==> config.mk <==
export PLATFORM = sky130hd
export DESIGN_NAME = captura_entrada
export DESIGN_NICKNAME = d
export VERILOG_FILES = /design/src/rtl/captura_entrada_pkg.sv /design/src/rtl/captura_entrada_filtro.sv /design/src/rtl/captura_entrada.sv
export SDC_FILE = /design/constraint.sdc
export NUM_CORES = 1
export LEC_CHECK = 0
export ABC_AREA = 1
export CAP_MARGIN = 20
export CORE_UTILIZATION = 57
export CTS_BUF_LIST = sky130_fd_sc_hd__clkbuf_8
export DETAILED_ROUTE_END_ITERATION = 12
export GPL_ROUTABILITY_DRIVEN = 0
export HOLD_SLACK_MARGIN = 0.15
export PLACE_DENSITY = 0.87
export SKIP_LAST_GASP = 1
export SYNTH_ARGS = -nofsm -noshare
export SYNTH_HDL_FRONTEND = slang
export SYNTH_HIERARCHICAL = 1
export SYNTH_SLANG_ARGS = --single-unit
==> constraint.sdc <==
create_clock -name clock -period 3.8 [get_ports clock]
set_clock_uncertainty 0.15 [all_clocks]
set_input_delay 1.14 -clock clock [delete_from_list [all_inputs] [get_ports clock]]
set_output_delay 1.14 -clock clock [all_outputs]
set_load 0.03 [all_outputs]
==> src/rtl/captura_entrada_pkg.sv <==
// -----------------------------------------------------------------------------
// captura_entrada_pkg
// Shared definitions for the IN-path capture stage and the control unit:
//   - FSM state encoding (raw codes plus an enum built on them)
//   - default debounce/synchronizer depths
//   - datum widths and the LED index that shows "waiting for operator"
// -----------------------------------------------------------------------------
package captura_entrada_pkg;

  // Raw state codes; the control unit decodes these directly.
  localparam logic [1:0] ENC_OCIOSO        = 2'd0;
  localparam logic [1:0] ENC_ESPERA_PRESS  = 2'd1;
  localparam logic [1:0] ENC_ESPERA_SOLTAR = 2'd2;
  localparam logic [1:0] ENC_ENTREGUE      = 2'd3;

  typedef enum logic [1:0] {
    OCIOSO        = ENC_OCIOSO,
    ESPERA_PRESS  = ENC_ESPERA_PRESS,
    ESPERA_SOLTAR = ENC_ESPERA_SOLTAR,
    ENTREGUE      = ENC_ENTREGUE
  } estado_t;

  // 10 ms at 50 MHz.
  localparam int unsigned DEBOUNCE_CYCLES_DEF = 500000;
  localparam int unsigned SYNC_STAGES_DEF     = 2;

  localparam int unsigned SW_W   = 4;
  localparam int unsigned DADO_W = 32;

  // Board LED that lights while an IN instruction waits for the operator.
  localparam int unsigned LEDIN_IDX = 0;

endpackage

==> src/rtl/captura_entrada_filtro.sv <==
// -----------------------------------------------------------------------------
// filtro_debounce
// Synchronizes an asynchronous active-low key and debounces it. A level change
// is accepted only after the synchronized key has disagreed with the debounced
// state for DEBOUNCE_CYCLES consecutive cycles; any bounce restarts the count.
// Ports:
//   clock, reset      : system clock, asynchronous active-low reset
//   botao_n_i         : raw key, active-low (0 = pressed)
//   press_edge_o      : 1-cycle strobe, debounced key became pressed
//   release_edge_o    : 1-cycle strobe, debounced key became released
// -----------------------------------------------------------------------------
module filtro_debounce
  import captura_entrada_pkg::*;
#(
  parameter int unsigned DEBOUNCE_CYCLES = DEBOUNCE_CYCLES_DEF,
  parameter int unsigned SYNC_STAGES     = SYNC_STAGES_DEF
) (
  input  logic clock,
  input  logic reset,
  input  logic botao_n_i,
  output logic press_edge_o,
  output logic release_edge_o
);

  localparam int unsigned         CNT_W   = $clog2(DEBOUNCE_CYCLES);
  localparam logic [CNT_W-1:0]    CNT_MAX = CNT_W'(DEBOUNCE_CYCLES - 1);

  logic [SYNC_STAGES-1:0] sync_q, sync_d;
  logic                   deb_q, deb_d;   // 1 = released
  logic [CNT_W-1:0]       cnt_q, cnt_d;
  logic                   press_q, press_d;
  logic                   release_q, release_d;

  // NOTE: every signal written in always_comb gets a default first, so no path
  // leaves it unassigned and no latch is inferred.
  always_comb begin
    sync_d    = {sync_q[SYNC_STAGES-2:0], botao_n_i};
    deb_d     = deb_q;
    cnt_d     = '0;
    press_d   = 1'b0;
    release_d = 1'b0;
    if (sync_q[SYNC_STAGES-1] != deb_q) begin
      if (cnt_q == CNT_MAX) begin
        deb_d     = ~deb_q;
        press_d   = deb_q;    // released -> pressed
        release_d = ~deb_q;   // pressed -> released
      end else begin
        cnt_d = cnt_q + 1'b1;
      end
    end
  end

  // NOTE: sequential state uses non-blocking assignments so every flop samples
  // the pre-edge values, regardless of statement order.
  always_ff @(posedge clock or negedge reset) begin
    if (!reset) begin
      sync_q    <= '1;        // synchronizer starts at "released"
      deb_q     <= 1'b1;
      cnt_q     <= '0;
      press_q   <= 1'b0;
      release_q <= 1'b0;
    end else begin
      sync_q    <= sync_d;
      deb_q     <= deb_d;
      cnt_q     <= cnt_d;
      press_q   <= press_d;
      release_q <= release_d;
    end
  end

  assign press_edge_o   = press_q;
  assign release_edge_o = release_q;

endmodule

==> src/rtl/captura_entrada.sv <==
// -----------------------------------------------------------------------------
// captura_entrada
// Input-capture stage upstream of the CPU IN path. Serves one IN request at a
// time: waits for a debounced press, latches the synchronized switches, and on
// the matching release raises dadoValido and a single botaoIN pulse.
// Ports:
//   clock, reset    : system clock, asynchronous active-low reset
//   botaoPlaca      : raw board key, active-low
//   entradaDeDados  : raw 4-bit switches
//   pedidoIN        : level request from the control unit
//   dadoCapturado   : captured switches, zero-extended to 32 bits
//   dadoValido      : datum valid for the current request
//   botaoIN         : 1-cycle completion pulse
//   ledEspera       : waiting-for-operator indicator
// -----------------------------------------------------------------------------
module captura_entrada
  import captura_entrada_pkg::*;
#(
  parameter int unsigned DEBOUNCE_CYCLES = DEBOUNCE_CYCLES_DEF,
  parameter int unsigned SYNC_STAGES     = SYNC_STAGES_DEF
) (
  input  logic              clock,
  input  logic              reset,
  input  logic              botaoPlaca,
  input  logic [SW_W-1:0]   entradaDeDados,
  input  logic              pedidoIN,
  output logic [DADO_W-1:0] dadoCapturado,
  output logic              dadoValido,
  output logic              botaoIN,
  output logic              ledEspera
);

  logic press_edge;
  logic release_edge;

  filtro_debounce #(
    .DEBOUNCE_CYCLES (DEBOUNCE_CYCLES),
    .SYNC_STAGES     (SYNC_STAGES)
  ) u_filtro (
    .clock          (clock),
    .reset          (reset),
    .botao_n_i      (botaoPlaca),
    .press_edge_o   (press_edge),
    .release_edge_o (release_edge)
  );

  // Switches are synchronized bit by bit only: they are stable long before a
  // debounced press can occur, so no multi-bit coherence logic is needed.
  logic [SYNC_STAGES-1:0][SW_W-1:0] sw_sync_q, sw_sync_d;

  estado_t         estado_q, estado_d;
  logic [SW_W-1:0] dado_q, dado_d;
  logic            valido_q, valido_d;
  logic            botao_in_q, botao_in_d;
  logic            led_q, led_d;

  always_comb begin
    sw_sync_d = {sw_sync_q[SYNC_STAGES-2:0], entradaDeDados};
    estado_d  = estado_q;
    dado_d    = dado_q;
    // A falling pedidoIN is tested first in every waiting state so an abort
    // wins over a simultaneous edge strobe. Edges seen in OCIOSO are dropped.
    case (estado_q)
      OCIOSO: begin
        if (pedidoIN) estado_d = ESPERA_PRESS;
      end
      ESPERA_PRESS: begin
        if (!pedidoIN) begin
          estado_d = OCIOSO;
        end else if (press_edge) begin
          estado_d = ESPERA_SOLTAR;
          dado_d   = sw_sync_q[SYNC_STAGES-1];
        end
      end
      ESPERA_SOLTAR: begin
        if (!pedidoIN)         estado_d = OCIOSO;
        else if (release_edge) estado_d = ENTREGUE;
      end
      ENTREGUE: begin
        if (!pedidoIN) estado_d = OCIOSO;
      end
      default: estado_d = OCIOSO;
    endcase
    // Outputs are decoded from the next state and registered with it.
    led_d      = (estado_d == ESPERA_PRESS) || (estado_d == ESPERA_SOLTAR);
    valido_d   = (estado_d == ENTREGUE);
    botao_in_d = (estado_q == ESPERA_SOLTAR) && (estado_d == ENTREGUE);
  end

  // NOTE: every flop here is plain control/data state with a defined reset
  // value; there is no memory array that would be left unreset.
  always_ff @(posedge clock or negedge reset) begin
    if (!reset) begin
      sw_sync_q  <= '0;
      estado_q   <= OCIOSO;
      dado_q     <= '0;
      valido_q   <= 1'b0;
      botao_in_q <= 1'b0;
      led_q      <= 1'b0;
    end else begin
      sw_sync_q  <= sw_sync_d;
      estado_q   <= estado_d;
      dado_q     <= dado_d;
      valido_q   <= valido_d;
      botao_in_q <= botao_in_d;
      led_q      <= led_d;
    end
  end

  assign dadoCapturado = {{(DADO_W - SW_W){1'b0}}, dado_q};
  assign dadoValido    = valido_q;
  assign botaoIN       = botao_in_q;
  assign ledEspera     = led_q;

endmodule
After elaboration in Yosys (flattened, before gate mapping)
Cells that the tools add are included.
W data, S select, Z words.
{"block": "word_totals", "in_bits": 8, "regBits": 41, "output_inout_bits": 35, "wordCells": 40}
{"block": "op_classes", "n_mux": 13, "n_eq_ne": 8, "n_bitwise": 1, "reduce_logical": 5, "addsub": 1}
{"operator": "$mux W19", "count": 2}
{"operator": "$add A19 B1 Y19 const B", "count": 1}
{"operator": "$eq A19 B19 Y1 const B", "count": 1}
{"operator": "$mux W2", "count": 6}
{"operator": "$eq A2 B2 Y1 const B", "count": 4}
{"operator": "$pmux W2 S4", "count": 1}
{"operator": "$eq A2 B1 Y1 const B", "count": 2}
{"operator": "$mux W1", "count": 4}
{"operator": "$reduce_and A3 Y1", "count": 1}
{"operator": "$logic_not A2 Y1", "count": 1}
{"operator": "$reduce_and A2 Y1", "count": 1}
{"operator": "$logic_and A1 B1 Y1", "count": 1}
{"operator": "$logic_or A1 B1 Y1", "count": 1}
{"operator": "$ne A1 B1 Y1", "count": 1}
{"operator": "$not A1 Y1", "count": 1}

Depth between registers and ports, before layout
{"block": "logic_depth", "depth_word": 5, "depth_mapped": 8, "mapped_depth_nobuf": 8}

Hierarchy
Netlist, hierarchy kept.
{"mod": "filtro_debounce", "n_inst": 1, "seq_area_each_um2": 604.3, "area_per_inst_um2": 1253.7, "cells_each": 154}
{"mod": "captura_entrada", "n_inst": 1, "seq_area_each_um2": 425.4, "area_per_inst_um2": 793.3, "cells_each": 78}

Worst setup path after synthesis
Ideal clock, no wire load.
{"block": "synth_timing", "path_kind": "input to register", "start": "input port pedidoIN", "end": "register botao_in_q, in the netlist botaoIN", "path_buffers": 0, "slack_ns": 1.879, "stages": 7, "setup_ns": 0.119, "t_arrival_ns": 1.652, "t_required_ns": 3.531, "cell_sequence": "nand2_1 -> inv_2 -> nand2_4 -> nand2_1 -> ha_1 -> nand2_1 -> nor2_1"}
{"block": "synth_via", "elab_chain_cells": 4, "word_cells_on_any_way": 7, "classes_between": "1 x eq/ne; 5 x mux; 1 x reduce/logical"}
{"element": "start, declared", "line_no": "captura_entrada.sv:26", "text": "input logic pedidoIN,"}
{"element": "$mux W2, on equally long branches"}
{"element": "$pmux W2 S4 (*)", "line_no": "captura_entrada.sv:63", "text": "case (estado_q)"}
{"element": "named net estado_d[1]", "line_no": "captura_entrada.sv:51", "text": "estado_t estado_q, estado_d;"}
{"element": "$eq A2 B2 Y1 (*)"}
{"element": "named net valido_d", "line_no": "captura_entrada.sv:53", "text": "logic valido_q, valido_d;"}
{"element": "$logic_and A1 B1 Y1 (*)", "line_no": "captura_entrada.sv:87", "text": "botao_in_d = (estado_q == ESPERA_SOLTAR) && (estado_d == ENTREGUE);"}
{"element": "named net botao_in_d", "line_no": "captura_entrada.sv:54", "text": "logic botao_in_q, botao_in_d;"}
{"element": "end signal, assigned", "line_no": "captura_entrada.sv:105", "text": "botao_in_q <= botao_in_d;"}
{"element": "end, declared", "line_no": "captura_entrada.sv:54"}
Mark *: on every way through the listed nets, which the timed path passes. The rest lies on a longest branch.
A chain may end at the register's enable or synchronous reset.

Final worst setup path
{"block": "layout_timing", "start": "register dado_q[0]", "end": "output port dadoCapturado[0]"}
{"element": "start, declared", "line_no": "captura_entrada.sv:52", "text": "logic [SW_W-1:0] dado_q, dado_d;"}
{"element": "start signal, assigned", "line_no": "captura_entrada.sv:103", "text": "dado_q <= dado_d;"}
{"element": "end, declared", "line_no": "captura_entrada.sv:27", "text": "output logic [DADO_W-1:0] dadoCapturado,"}
No word-level cell between the ends.

==> metrics <==
drt total wl=3174 µm; Ys Warns=6; Avg WL per Cell=10.62 µm; Leakage=0.001067 µW; initial antenna violation count=0; FILL cells=271; multiplexer share of the synthesized area=0%; clk_lat worst skew=0.29 ns; vias in the first global route=1,297; critical path, cell by cell=clkdlybuf4s50_1; initial DRC count=83; Synth Area in Compound Gates=2.139%; routed vias=1,401; internal power=587.8 µW; Buf/Inv on CP=1; Max FO, Critical Path=2; CP Capture Type=output port; setup_tns=0 ns; pin count of the biggest net entering global routing=42; H-tree depth=2; Critical Path Stages=1; RSZ-0062 raised after global routing=false; Area growth syn-to-layout=8.129%; clock sink count=41; clock power share=33.4%; Post-Synth Simple-Gate Area=27.44%; FP Rows=21; dpl cell area=0.002131 mm²; worst hold path cell count=0; setup bufs post-CTS=0; syn avg cell area=8.823 µm²; critical path class=reg2out; register area share after synthesis=50.31%; Antenna Nets Post-Route=0; R2R depth=5; Worst VDD drop=215.7 µV; Critical Path RT=2.51 ns; critical path's top delay family=buffers and inverters; die footprint=0.003835 mm²; Worst-path clk slew=0.07 ns; GR Util All Layers=20.94%; total net switching power=213.5 µW; I/O Buffers=14; crit path DAT=1.32 ns; clk root buf=clkbuf_8; Final Hold Fails=0; Gate Count Post-Synth=232; Max Slew Vio Count=0; CTS tree=built; Relative slew margins=42.14%; Pre-Repair DR Iteration Count=4; core box area=0.003390 mm²; FF/Latch Area=0.001030 mm²; area of the multi-input gates=814.5 µm²; Max Cap Violations=0; post_cts resized=0; pwr/cell area=362.0 mW/mm²; minimum clock period=2.606 ns; layout cell share with drive strength beyond 1=13.04%; Finished Cell Area=0.002213 mm²; IO Pins=43; fin crit share=68.59%; Max Buffers Root-to-Sink=2; DIE WIDTH=61.93 µm; initial core utilization=60.39%; post-route DRC violation count=0; setup violators final=0; gr ovfl total=0; DPL Wire Length=2334 µm; Num CTS Buffers=5; flops & latches, synth=41; combinational share of power=9.9%; XOR/XNOR share of the synthesized area=3.851%; main combinational cell family by area after synthesis=simple AND/OR/NAND/NOR gates; vias per cell=4.686; fmax=383.7 MHz; Crit-path slowest cell=clkdlybuf4s50_1; Syn Std Cell Area=0.002047 mm²; NumNets Final=262; outcome=finished, final reports clean; switch share=26.64%; first-pass GRT wire length=5526 µm; Hold WC Path Type=reg2reg; Synth cell types=26; CTS Hold Bufs=0; Max stage delay on crit path=0.67 ns; adder and majority gate portion of the synthesized area=1.222%; n_diodes=0; Worst-Margin Slew=0.8678 ns; DIE HEIGHT=61.93 µm; Startpoint Class=flip-flop; Seq pwr share=56.6%
## stage by stage
step / util [%] / total power, µW / std cells / hold slack (ns) / worst slack [ns]
6_report: 65.30 / 801.3 / 299 / 0.2016 / 1.194
2_1_floorplan: - / 540.7 / 259 / 0.1812 / 1.879
4_1_cts: 65.30 / 812.1 / 299 / 0.2044 / 1.179
3_5_place_dp: 62.86 / 542.6 / 291 / 0.1911 / 1.242
5_1_grt: 65.30 / 840.6 / 299 / 0.2077 / 1.131
3_3_place_gp: 62.86 / 540.4 / 291 / 0.1844 / 1.298
## cell families (layout without fill, tap and decap cells)
group,count (synthesis),in the layout
and+or+nand+nor,118,118
buffers and inverters,53,47
DFF,41,41
xor gates and xnor gates,9,9
AOI/OAI and AO/OA,8,8
adders and majority gates,2,2
other,1,28
## final timing paths
| check | slack (ns) | start | to |
|---|---|---|---|
| max | 1.19 | dado_q[0] | dadoCapturado[0] |
| min | 0.20 | sw_sync_d[5] | sw_sync_q[5] |
| max reg2reg | 2.13 | u_filtro/sync_q[1] | u_filtro/cnt_q[5] |
| min reg2reg | 0.20 | sw_sync_d[5] | sw_sync_q[5] |
| max in group asynchronous | 2.14 | reset | u_filtro/cnt_q[5] |
| min in group asynchronous | 0.81 | reset | dado_q[3] |
## layer usage
| metal | GRT usage (%) | routed length [µm] | vias up |
|---|---|---|---|
| met3 | 5.383 | 165 | 4 |
| met2 | 35.94 | 1554 | 38 |
| li1 | - | - | 701 |
| met4 | 13.02 | 44 | 0 |
| met5 | 0 | 0 | - |
| met1 | 23.22 | 1409 | 658 |
## cell type report
class | count | area share [%]
Multi-Input combinational cell | 165 | 36.80
Clock buffer | 5 | 3.109
Tap cell | 46 | 2.600
Timing Repair Buffer | 14 | 6.105
Clock inverter | 3 | 0.6218
Inverter | 25 | 4.240
Sequential cell | 41 | 46.52
## cells in the mapped netlist (all sizes together)
cell	n	share of area [%]
nand3b	1	0.37
dfstp	3	3.9
conb	1	0.18
nand4	2	0.61
nor3b	2	0.98
nand2	45	9.2
nand3	18	4.6
buf	28	10
dfrtp	38	46
inv	25	4.6
o21ai	4	0.98
nor2	46	11
xnor2	3	1.3
ha	2	1.2
a21oi	4	1.2
nor3	4	0.98
xor2	6	2.6
## placed cells by master, fill, tap and decap left out, types with 4 or more instances in the layout
master and n:
clkdlybuf4s50_1 13, inv_2 5, inv_1 21, nor2_4 4, nor2_2 6, clkbuf_8 5, xor2_1 6, dfrtp_1 38
nor2_1 36, nand2_1 41, nand3_1 17, conb_1 28, nor3_1 4
## power groups by stage
| stage | combinational (µW) | sequential, µW | clock (µW) |
|---|---|---|---|
| finish | 79.7 | 454 | 268 |
| CTS | 80.4 | 454 | 278 |
| floorplan | 76.7 | 464 | 0 |
| detailed placement | 80.3 | 462 | 0 |
| global route | 89.4 | 455 | 296 |
| global placement | 78.6 | 462 | 0 |
## sequential cells by signal, summed over array words and instances (netlist names), 2 cells and up
| name | count |
|---|---|
| u_filtro/cnt_q | 19 |
| sw_sync_q | 4 |
| sw_sync_d | 4 |
| dado_q | 4 |
| u_filtro/sync_q | 2 |
| estado_q | 2 |
(Power assumes the default switching activity.)
